$ cat src/rtl/hilo_unit_pkg.sv
// Shared definitions for the HI/LO multiply unit: op encodings (also visible to the
// main controller as `defines), operand width and the signed-magnitude helper.
`ifndef HILO_UNIT_OPS_DEFINED
`define HILO_UNIT_OPS_DEFINED
`define OP_NOP   3'd0
`define OP_MULT  3'd1
`define OP_MULTU 3'd2
`define OP_MTHI  3'd3
`define OP_MTLO  3'd4
`endif

package hilo_unit_pkg;

    localparam int XLEN = 32;

    typedef enum logic [2:0] {
        OP_NOP   = `OP_NOP,
        OP_MULT  = `OP_MULT,
        OP_MULTU = `OP_MULTU,
        OP_MTHI  = `OP_MTHI,
        OP_MTLO  = `OP_MTLO
    } op_e;

    // 0x80000000 negates to itself, which is the correct unsigned magnitude.
    function automatic logic [XLEN-1:0] magnitude(input logic [XLEN-1:0] v,
                                                  input logic is_signed);
        magnitude = (is_signed && v[XLEN-1]) ? (~v + 1'b1) : v;
    endfunction

endpackage

$ cat src/rtl/hilo_unit_multiplier.sv
// Unsigned 32x32 shift-add multiplier: one partial product per cycle, ready after
// 32 iterations. Internal state is deliberately unreset; start reinitialises it.
module multiplier (
    input  logic        clk,
    input  logic        start,
    input  logic [31:0] A,
    input  logic [31:0] B,
    output logic [63:0] Product,
    output logic        ready
);

    logic [63:0] mcand_reg;
    logic [31:0] mplier_reg;
    logic [63:0] acc_reg;
    logic [5:0]  count_reg;
    logic        ready_reg;

    always_ff @(posedge clk) begin
        if (start) begin
            mcand_reg  <= {32'd0, A};
            mplier_reg <= B;
            acc_reg    <= 64'd0;
            count_reg  <= 6'd0;
            ready_reg  <= 1'b0;
        end else if (!count_reg[5]) begin
            if (mplier_reg[0]) begin
                acc_reg <= acc_reg + mcand_reg;
            end
            mcand_reg  <= mcand_reg << 1;
            mplier_reg <= mplier_reg >> 1;
            count_reg  <= count_reg + 6'd1;
            ready_reg  <= (count_reg == 6'd31);
        end
    end

    assign Product = acc_reg;
    assign ready   = ready_reg;

endmodule

$ cat src/rtl/hilo_unit.sv
// MIPS HI/LO unit: accepts MULT/MULTU/MTHI/MTLO in IDLE, runs the unsigned
// multiplier on operand magnitudes and sign-corrects the 64-bit result into HI/LO.
module hilo_unit
    import hilo_unit_pkg::*;
(
    input  logic            clk,
    input  logic            rst_n,
    input  logic [2:0]      op,
    input  logic [XLEN-1:0] a,
    input  logic [XLEN-1:0] b,
    output logic            busy,
    output logic            done,
    output logic [XLEN-1:0] hi,
    output logic [XLEN-1:0] lo
);

    typedef enum logic [1:0] {
        ST_IDLE    = 2'd0,
        ST_START   = 2'd1,
        ST_WAIT    = 2'd2,
        ST_CAPTURE = 2'd3
    } state_e;

    state_e            state_reg, state_next;
    logic [XLEN-1:0]   mag_a_reg, mag_b_reg;
    logic              neg_reg;
    logic [XLEN-1:0]   hi_reg, lo_reg;
    logic              done_reg;
    logic              mul_start;
    logic              mul_ready;
    logic [2*XLEN-1:0] product;
    logic [2*XLEN-1:0] result;
    logic              is_mul;

    assign is_mul = (op == `OP_MULT) || (op == `OP_MULTU);
    assign result = neg_reg ? (~product + 64'd1) : product;

    always_comb begin
        state_next = state_reg;
        mul_start  = 1'b0;
        case (state_reg)
            ST_IDLE:    if (is_mul) state_next = ST_START;
            ST_START: begin
                mul_start  = 1'b1;
                state_next = ST_WAIT;
            end
            ST_WAIT:    if (mul_ready) state_next = ST_CAPTURE;
            ST_CAPTURE: state_next = ST_IDLE;
            default:    state_next = ST_IDLE;
        endcase
    end

    always_ff @(posedge clk or negedge rst_n) begin
        if (!rst_n) begin
            state_reg <= ST_IDLE;
            mag_a_reg <= '0;
            mag_b_reg <= '0;
            neg_reg   <= 1'b0;
            hi_reg    <= '0;
            lo_reg    <= '0;
            done_reg  <= 1'b0;
        end else begin
            state_reg <= state_next;
            done_reg  <= (state_reg == ST_CAPTURE);
            if (state_reg == ST_IDLE) begin
                if (is_mul) begin
                    mag_a_reg <= magnitude(a, op == `OP_MULT);
                    mag_b_reg <= magnitude(b, op == `OP_MULT);
                    neg_reg   <= (op == `OP_MULT) && (a[XLEN-1] ^ b[XLEN-1]);
                end else if (op == `OP_MTHI) begin
                    hi_reg <= a;
                end else if (op == `OP_MTLO) begin
                    lo_reg <= a;
                end
            end else if (state_reg == ST_CAPTURE) begin
                {hi_reg, lo_reg} <= result;
            end
        end
    end

    multiplier u_multiplier (
        .clk     (clk),
        .start   (mul_start),
        .A       (mag_a_reg),
        .B       (mag_b_reg),
        .Product (product),
        .ready   (mul_ready)
    );

    assign busy = (state_reg != ST_IDLE);
    assign done = done_reg;
    assign hi   = hi_reg;
    assign lo   = lo_reg;

endmodule

$ cat config.mk
export PLATFORM = sky130hd
export DESIGN_NAME = hilo_unit
export DESIGN_NICKNAME = d
export VERILOG_FILES = /design/src/rtl/hilo_unit_pkg.sv /design/src/rtl/hilo_unit_multiplier.sv /design/src/rtl/hilo_unit.sv
export SDC_FILE = /design/constraint.sdc
export NUM_CORES = 1
export LEC_CHECK = 0
export CORE_MARGIN = 5
export CORE_UTILIZATION = 54
export DETAILED_ROUTE_END_ITERATION = 10
export MAX_ROUTING_LAYER = met4
export PLACE_DENSITY = 0.8
export SYNTH_ARGS = -nofsm -noshare
export SYNTH_HDL_FRONTEND = slang
export SYNTH_HIERARCHICAL = 1
export SYNTH_SLANG_ARGS = --single-unit
$ cat constraint.sdc
create_clock -name clk -period 3.21 [get_ports clk]
set_clock_uncertainty 0.15 [all_clocks]
set_input_delay 0.8025 -clock clk [delete_from_list [all_inputs] [get_ports clk]]
set_output_delay 0.8025 -clock clk [all_outputs]
set_load 0.01 [all_outputs]
== Word level (Yosys, flattened, before mapping) ==
Cells that the tools add are included.

* Register bits: 299
* Bits of input ports: 69
* Output and inout port bits: 66
* Logic and storage cells: 72

* Add/sub/neg operators: 5
* Eq/ne operators: 15
* Muxes and demuxes: 21
* Bitwise operators: 5
* Reduce and logical (&&, ||, !) cells: 12

{| class="wikitable"
|+ Operators with widths
! kind !! count
|-
| 32-bit 2-to-1 mux || 15
|-
| 32-bit by 1-bit adder with 32-bit output, second input constant || 2
|-
| 64-bit by 1-bit adder with 64-bit output, second input constant || 1
|-
| 64-bit adder || 1
|-
| 64-bit 2-to-1 mux || 1
|-
| 32-bit NOT || 2
|-
| 64-bit NOT || 1
|-
| 2-bit != test, second input constant || 4
|-
| 2-bit case mux with 4 select lines || 1
|-
| 6-bit by 1-bit adder with 6-bit output, second input constant || 1
|-
| 3-bit by 2-bit == test with 1-bit output, second input constant || 2
|-
| 6-bit by 5-bit == test with 1-bit output, second input constant || 1
|-
| 6-bit 2-to-1 mux || 1
|-
| 2-bit by 1-bit != test with 1-bit output, second input constant || 3
|-
| 2-bit AND reduction || 3
|-
| 2-bit == test, second input constant || 2
|-
| 2-bit 2-to-1 mux || 2
|-
| 4-bit AND reduction || 1
|-
| 2-bit nonzero test || 2
|-
| 3-bit by 1-bit == test with 1-bit output, second input constant || 1
|-
| 3-bit == test, second input constant || 1
|-
| 1-bit logical AND || 3
|-
| 3-bit AND reduction || 1
|-
| 2-bit by 1-bit == test with 1-bit output, second input constant || 1
|-
| other kinds (5) || 5
|}

== Longest topological paths before layout ==
* Depth after elaboration: 5
* Depth in mapped cells: 12
* Gate-level depth less buffers: 12

== Cells and area by module ==
The synthesis kept the hierarchy.

{| class="wikitable"
|+ Modules (own cells, without submodules)
! module !! instances !! cells an instance !! area an instance (um2) !! sequential area each (um2)
|-
| multiplier || 1 || 1,114 || 10,133.5 || 3,983.8
|-
| hilo_unit || 1 || 942 || 8,176.6 || 3,303.2
|}

== Least setup slack after synthesis ==
Ideal clock, no wire load.

* Kind: reg2reg
* From: reg state_reg[1]
* To: reg u_multiplier.mcand_reg[0], enable pin
* Setup time: 688 ps
* Data arrival time: 2,357 ps
* Data required time: 2,372 ps
* Path slack: 15 ps
* Stages on the path, launching flop included: 7
* Path buffers: 2
* Clock period less this slack: 3,195 ps
* Cells stage by stage: dfrtp_1 -> inv_1 -> ha_1 -> inv_1 -> clkbuf_1 -> clkbuf_1 -> nand2_1

* Word-level cells in the longest chain between the ends: 3

{| class="wikitable"
|+ Ends and longest elaborated chain
! item !! RTL line !! source
|-
| from (decl) || hilo_unit.sv:24 || <nowiki>state_e state_reg, state_next;</nowiki>
|-
| from (signal assigned) || hilo_unit.sv:63 || <nowiki>state_reg <= state_next;</nowiki>
|-
| 2-bit by 1-bit == test with 1-bit output || hilo_unit.sv:41 || <nowiki>case (state_reg)</nowiki>
|-
| 1-bit 2-to-1 mux || hilo_unit.sv:41 ||
|-
| net mul_start || hilo_unit.sv:29 || <nowiki>logic mul_start;</nowiki>
|-
| 2-bit != test (no source line) || - ||
|-
| to (signal assigned) || hilo_unit_multiplier.sv:20 || <nowiki>mcand_reg <= {32'd0, A};</nowiki>
|-
| to (signal assigned) || hilo_unit_multiplier.sv:29 || <nowiki>mcand_reg <= mcand_reg << 1;</nowiki>
|-
| to (decl) || hilo_unit_multiplier.sv:12 || <nowiki>logic [63:0] mcand_reg;</nowiki>
|}

The timed path passes the listed nets, and every way through them passes these cells.
A chain may end at the register's enable or synchronous reset.

== Final worst setup path ==
* From: reg u_multiplier.mcand_reg[0]
* To: reg u_multiplier.acc_reg[58] (netlist: u_multiplier/Product[58])

* Word-level cells in the longest chain between the ends: 1

{| class="wikitable"
|+ Ends and longest elaborated chain
! item !! RTL line !! source
|-
| 64-bit adder || hilo_unit_multiplier.sv:27 || <nowiki>acc_reg <= acc_reg + mcand_reg;</nowiki>
|-
| to (signal assigned) || hilo_unit_multiplier.sv:27 ||
|-
| to (decl) || hilo_unit_multiplier.sv:14 || <nowiki>logic [63:0] acc_reg;</nowiki>
|}

No other way between the ends.

==> results.rst <==
.. list-table::
   :header-rows: 1

   * - Metric
     - Value
   * - Fin. Hold Viols
     - 0
   * - Total congestion overflow
     - 0
   * - Summed instance area of the synthesized netlist
     - roughly 18000 sq um
   * - Worst hold-check slack
     - 0.0402 ns
   * - Post-layout power
     - 21.2 mW
   * - Fraction of layout instances using a drive strength above 1
     - between 10% and 20%
   * - Post-route DRC
     - 0
   * - Peak Freq
     - ~310 MHz
   * - Period Utilization, post-route
     - 101%
   * - List of cells traversed by the critical path
     - ha_2 -> fa_2 -> a21o_1 -> a221oi_2 -> and3b_2 -> o2111a_2 -> o21ai_4 -> a21oi_4 -> nor2_2 -> o31a_1 -> nor4_1 -> a211o_1
   * - Post-synthesis sequential element count
     - around 300
   * - Async S/R FF share, synth
     - approximately 44%
   * - Count of fill cells added during filler insertion
     - 2638
   * - Number of nets in the layout
     - 2418
   * - Die outline height
     - 194 um
   * - Setup repair after global routing missed its margin
     - true
   * - Startpoint types
     - flip-flop
   * - Maximum level of the CTS H-tree
     - 2
   * - Clock tree root driver cell
     - clkbuf_16
   * - Final setup vio count
     - 4
   * - Vias in the first global route
     - about 16k
   * - Register area share after synthesis
     - about 40%
   * - Cells after DPL
     - 2671
   * - Top FF cell, synth
     - dfrtp_1
   * - Number of warnings reported in the yosys synthesis log
     - 6
   * - I/O pin total
     - 135
   * - Adder and majority cell fraction of the synthesized area
     - about 5%
   * - Worst min-delay path category
     - in -> async
   * - Ranking of synthesized cells by area
     - dfrtp_1 18%, dfxtp_1 11%, edfxtp_1 10%
   * - Synth cell count leaders
     - 296 x nand2_1, 157 x nor2_1, 154 x a21oi_1, 151 x o21ai_0, 132 x dfrtp_1
   * - Routed via count
     - 17.2k
   * - CTS buffer count
     - 36
   * - Hold_buf cts
     - 0
   * - Clock share of power
     - 18.9%
   * - Register area
     - 7290 sq um
   * - Non-filler cells in the finished layout
     - 2752
   * - Tightest slew margin relative to the limit
     - a little under a third
   * - Kind of end point of the critical path
     - flip-flop
   * - Die outline width
     - about 190 um
   * - Switch share
     - 41.1%
   * - Detailed-route vias per instance
     - a little over 6
   * - Total iterations of the first detailed-routing run
     - 5
   * - Leakage component of the power
     - 9.26 nW
   * - TritonCTS clock tree
     - done
   * - Count of standard-cell rows
     - 67
   * - Max-capacitance violation count
     - 0
   * - Worst Max-Slew Pin Slew
     - between 1 and 1.5 ns
   * - Largest family of logic cells by synthesized area
     - compound AO/OA/AOI/OAI gates
   * - Final number of max-transition violations
     - 0
   * - Post-synthesis cell type count
     - 93
   * - Final worst path period need
     - between 3 and 4 ns
   * - Status
     - complete, but fails checks
   * - Net switching power figure
     - 8.73 mW
   * - Number of design-rule violations left by the first detailed-router iteration
     - around 1.6k
   * - Share of the synthesized area in the top cell type
     - 18.0%
   * - Combinational share of power
     - 49.9%
   * - CP Max Fanout
     - 3
   * - Post-Syn Nets
     - approximately 2.2k
   * - Gpl congestion
     - 1.01
   * - Number of clock sinks
     - 299
   * - Number of enable flip-flop cells after synthesis
     - 64
   * - Internal Pwr Total
     - around 12 mW
   * - Clock edge transition at the registers on the reported setup and hold paths
     - about 0.060 ns
   * - Cell with the largest stage delay on the worst path
     - edfxtp_1
   * - Leading area contributor after synthesis
     - dfrtp_1
   * - Data required time at the worst endpoint
     - approximately 3.5 ns
   * - PD cells
     - 939 nW/um^2
   * - Post-synthesis cell count
     - 2056
   * - Xor and xnor fraction of the mapped netlist area
     - 7.99%
   * - Fin worst setup slack
     - -0.0231 ns
   * - Sequential share of power
     - 31.2%
   * - Setup total negative slack
     - -0.0624 ns
   * - Antenna violations before repair
     - 1
   * - Simple-gate area share of the yosys netlist
     - around 18%
   * - Buffers from clock root to sink, at most
     - 3
   * - Global-route wire length before repair
     - 90200 um
   * - Post-detail-place hpwl
     - 42700 um
   * - Synthesis-to-layout area growth
     - 23.4%
   * - Gr usage total
     - 30.1%
   * - Core ar.
     - around 34000 sq um
   * - Routed Antenna Nets
     - 0
   * - Average cell area after synthesis
     - 8.91 sq um
   * - Pin count of the biggest net entering global routing
     - 156
   * - Total Die Area
     - 37700 sq um
   * - Total wire length
     - slightly below 60000 um
   * - Type of the worst setup path
     - reg -> reg
   * - Initial Util
     - a little over half
   * - Area taken by multi-input logic gates
     - roughly 11000 sq um
   * - Violations in the final reports
     - negative setup slack
   * - Average routed wire per standard cell
     - 21.0 um
   * - Clock latency on the worst-skew pair
     - 0.54 ns
   * - Data arrival time of the critical path
     - 3.50 ns
   * - Most numerous cell in the Yosys netlist
     - nand2_1
   * - Highest ir drop seen on vdd
     - 0.000586 V
   * - Share of the synthesized area in compound gates (AO/OA/AOI/OAI)
     - between 10% and 20%
   * - Mux contribution to synthesized area
     - under 10%
   * - Port Buffers
     - 134
   * - Maximum single-stage delay on the critical path
     - 0.40 ns
-- layout by cell type (no fill, tap or decap), types with 25 or more instances in the layout --
cell type	Yosys	layout
nand3_1	31	30
edfxtp_1	64	64
mux2_2	63	63
or3_1	25	25
a21oi_1	154	150
dfrtp_1	132	131
inv_1	46	46
clkbuf_16	0	36
nand4_1	38	38
clkdlybuf4s50_1	0	133
xnor2_1	70	69
o31ai_1	44	42
o21ai_0	151	146
buf_4	3	171
nand2_1	296	293
nor2_1	157	154
a21o_1	26	26
mux2i_1	43	42
nor3_1	41	40
dfxtp_1	103	102
ha_1	71	60
xor2_1	97	97
-- final cells by class --
cell class | count | area share (%)
Clock buffer | 47 | 4.26
Multi-Input combinational cell | 1583 | 47.3
Inverter | 46 | 0.764
Sequential cell | 299 | 32.3
Tap cell | 448 | 2.48
Timing Repair Buffer | 311 | 12.1
Clock inverter | 17 | 0.808
Antenna cell | 1 | 0.0111
-- critical path: cells and delay by family, from the launching register on --
kind            cells  cell delay, ns
flops               1            0.40
compound gates      7            1.52
fa+ha+maj           2            0.56
simple gates        3            0.47
-- kinds of logic (layout without fill, tap and decap cells) --
kind of cell / after synthesis / after routing
other cells: 0 / 1
xor+xnor: 167 / 167
buf+inv: 174 / 421
flops: 299 / 299
compound gates: 553 / 553
simple gates: 685 / 685
fa+ha+maj: 72 / 72
mux: 106 / 106
-- layer usage --
layer	part of all wire (%)	GRT usage (%)	vias up
li1	-	-	7875
met1	44	41.8	8355
met2	45	46.4	818
met3	8.3	3.89	124
met4	3.0	9.06	0
met5	0	-	-
-- stage by stage --
step           cell area [sq um]  util [%]  setup WS (ns)
2_1_floorplan              18300         -         0.0154
3_3_place_gp               21000      62.5         -0.150
3_5_place_dp               21000      62.5         -0.289
4_1_cts                    22200      66.3        -0.0320
5_1_grt                    22600      67.4         -0.109
6_report                   22600      67.4        -0.0231
-- final timing paths --
path / cells past startpoint / to / startpoint / slack (ns)
hold / removal: 1 / mag_b_reg[20] / rst_n / 0.04
hold reg to reg: 2 / mag_b_reg[25] / mag_b_reg[25] / 0.32
setup / recovery: 12 / u_multiplier/Product[58] / u_multiplier/mcand_reg[0] / -0.02
setup reg to reg: 12 / u_multiplier/Product[58] / u_multiplier/mcand_reg[0] / -0.02
min in group clk: 2 / mag_b_reg[25] / mag_b_reg[25] / 0.32
max in group asynchronous: 2 / mag_b_reg[3] / rst_n / 2.15
-- power groups by stage --
stage               sequential [mW]  combinational (mW)  clock (mW)
finish                         6.62                10.6        4.02
global route                   6.76                11.4        4.21
CTS                            6.56                10.1        4.06
detailed placement             6.58                9.88           0
global placement               6.54                9.65           0
floorplan                      6.50                6.17           0
-- timing repair --
item / in CTS / in global routing
gates resized for setup: 16 / 52
setup buffers: 6 / 11
pin swaps: 8 / 32
setup endpoints to repair: 20 / 31
Power figures use the tool's default switching activity.
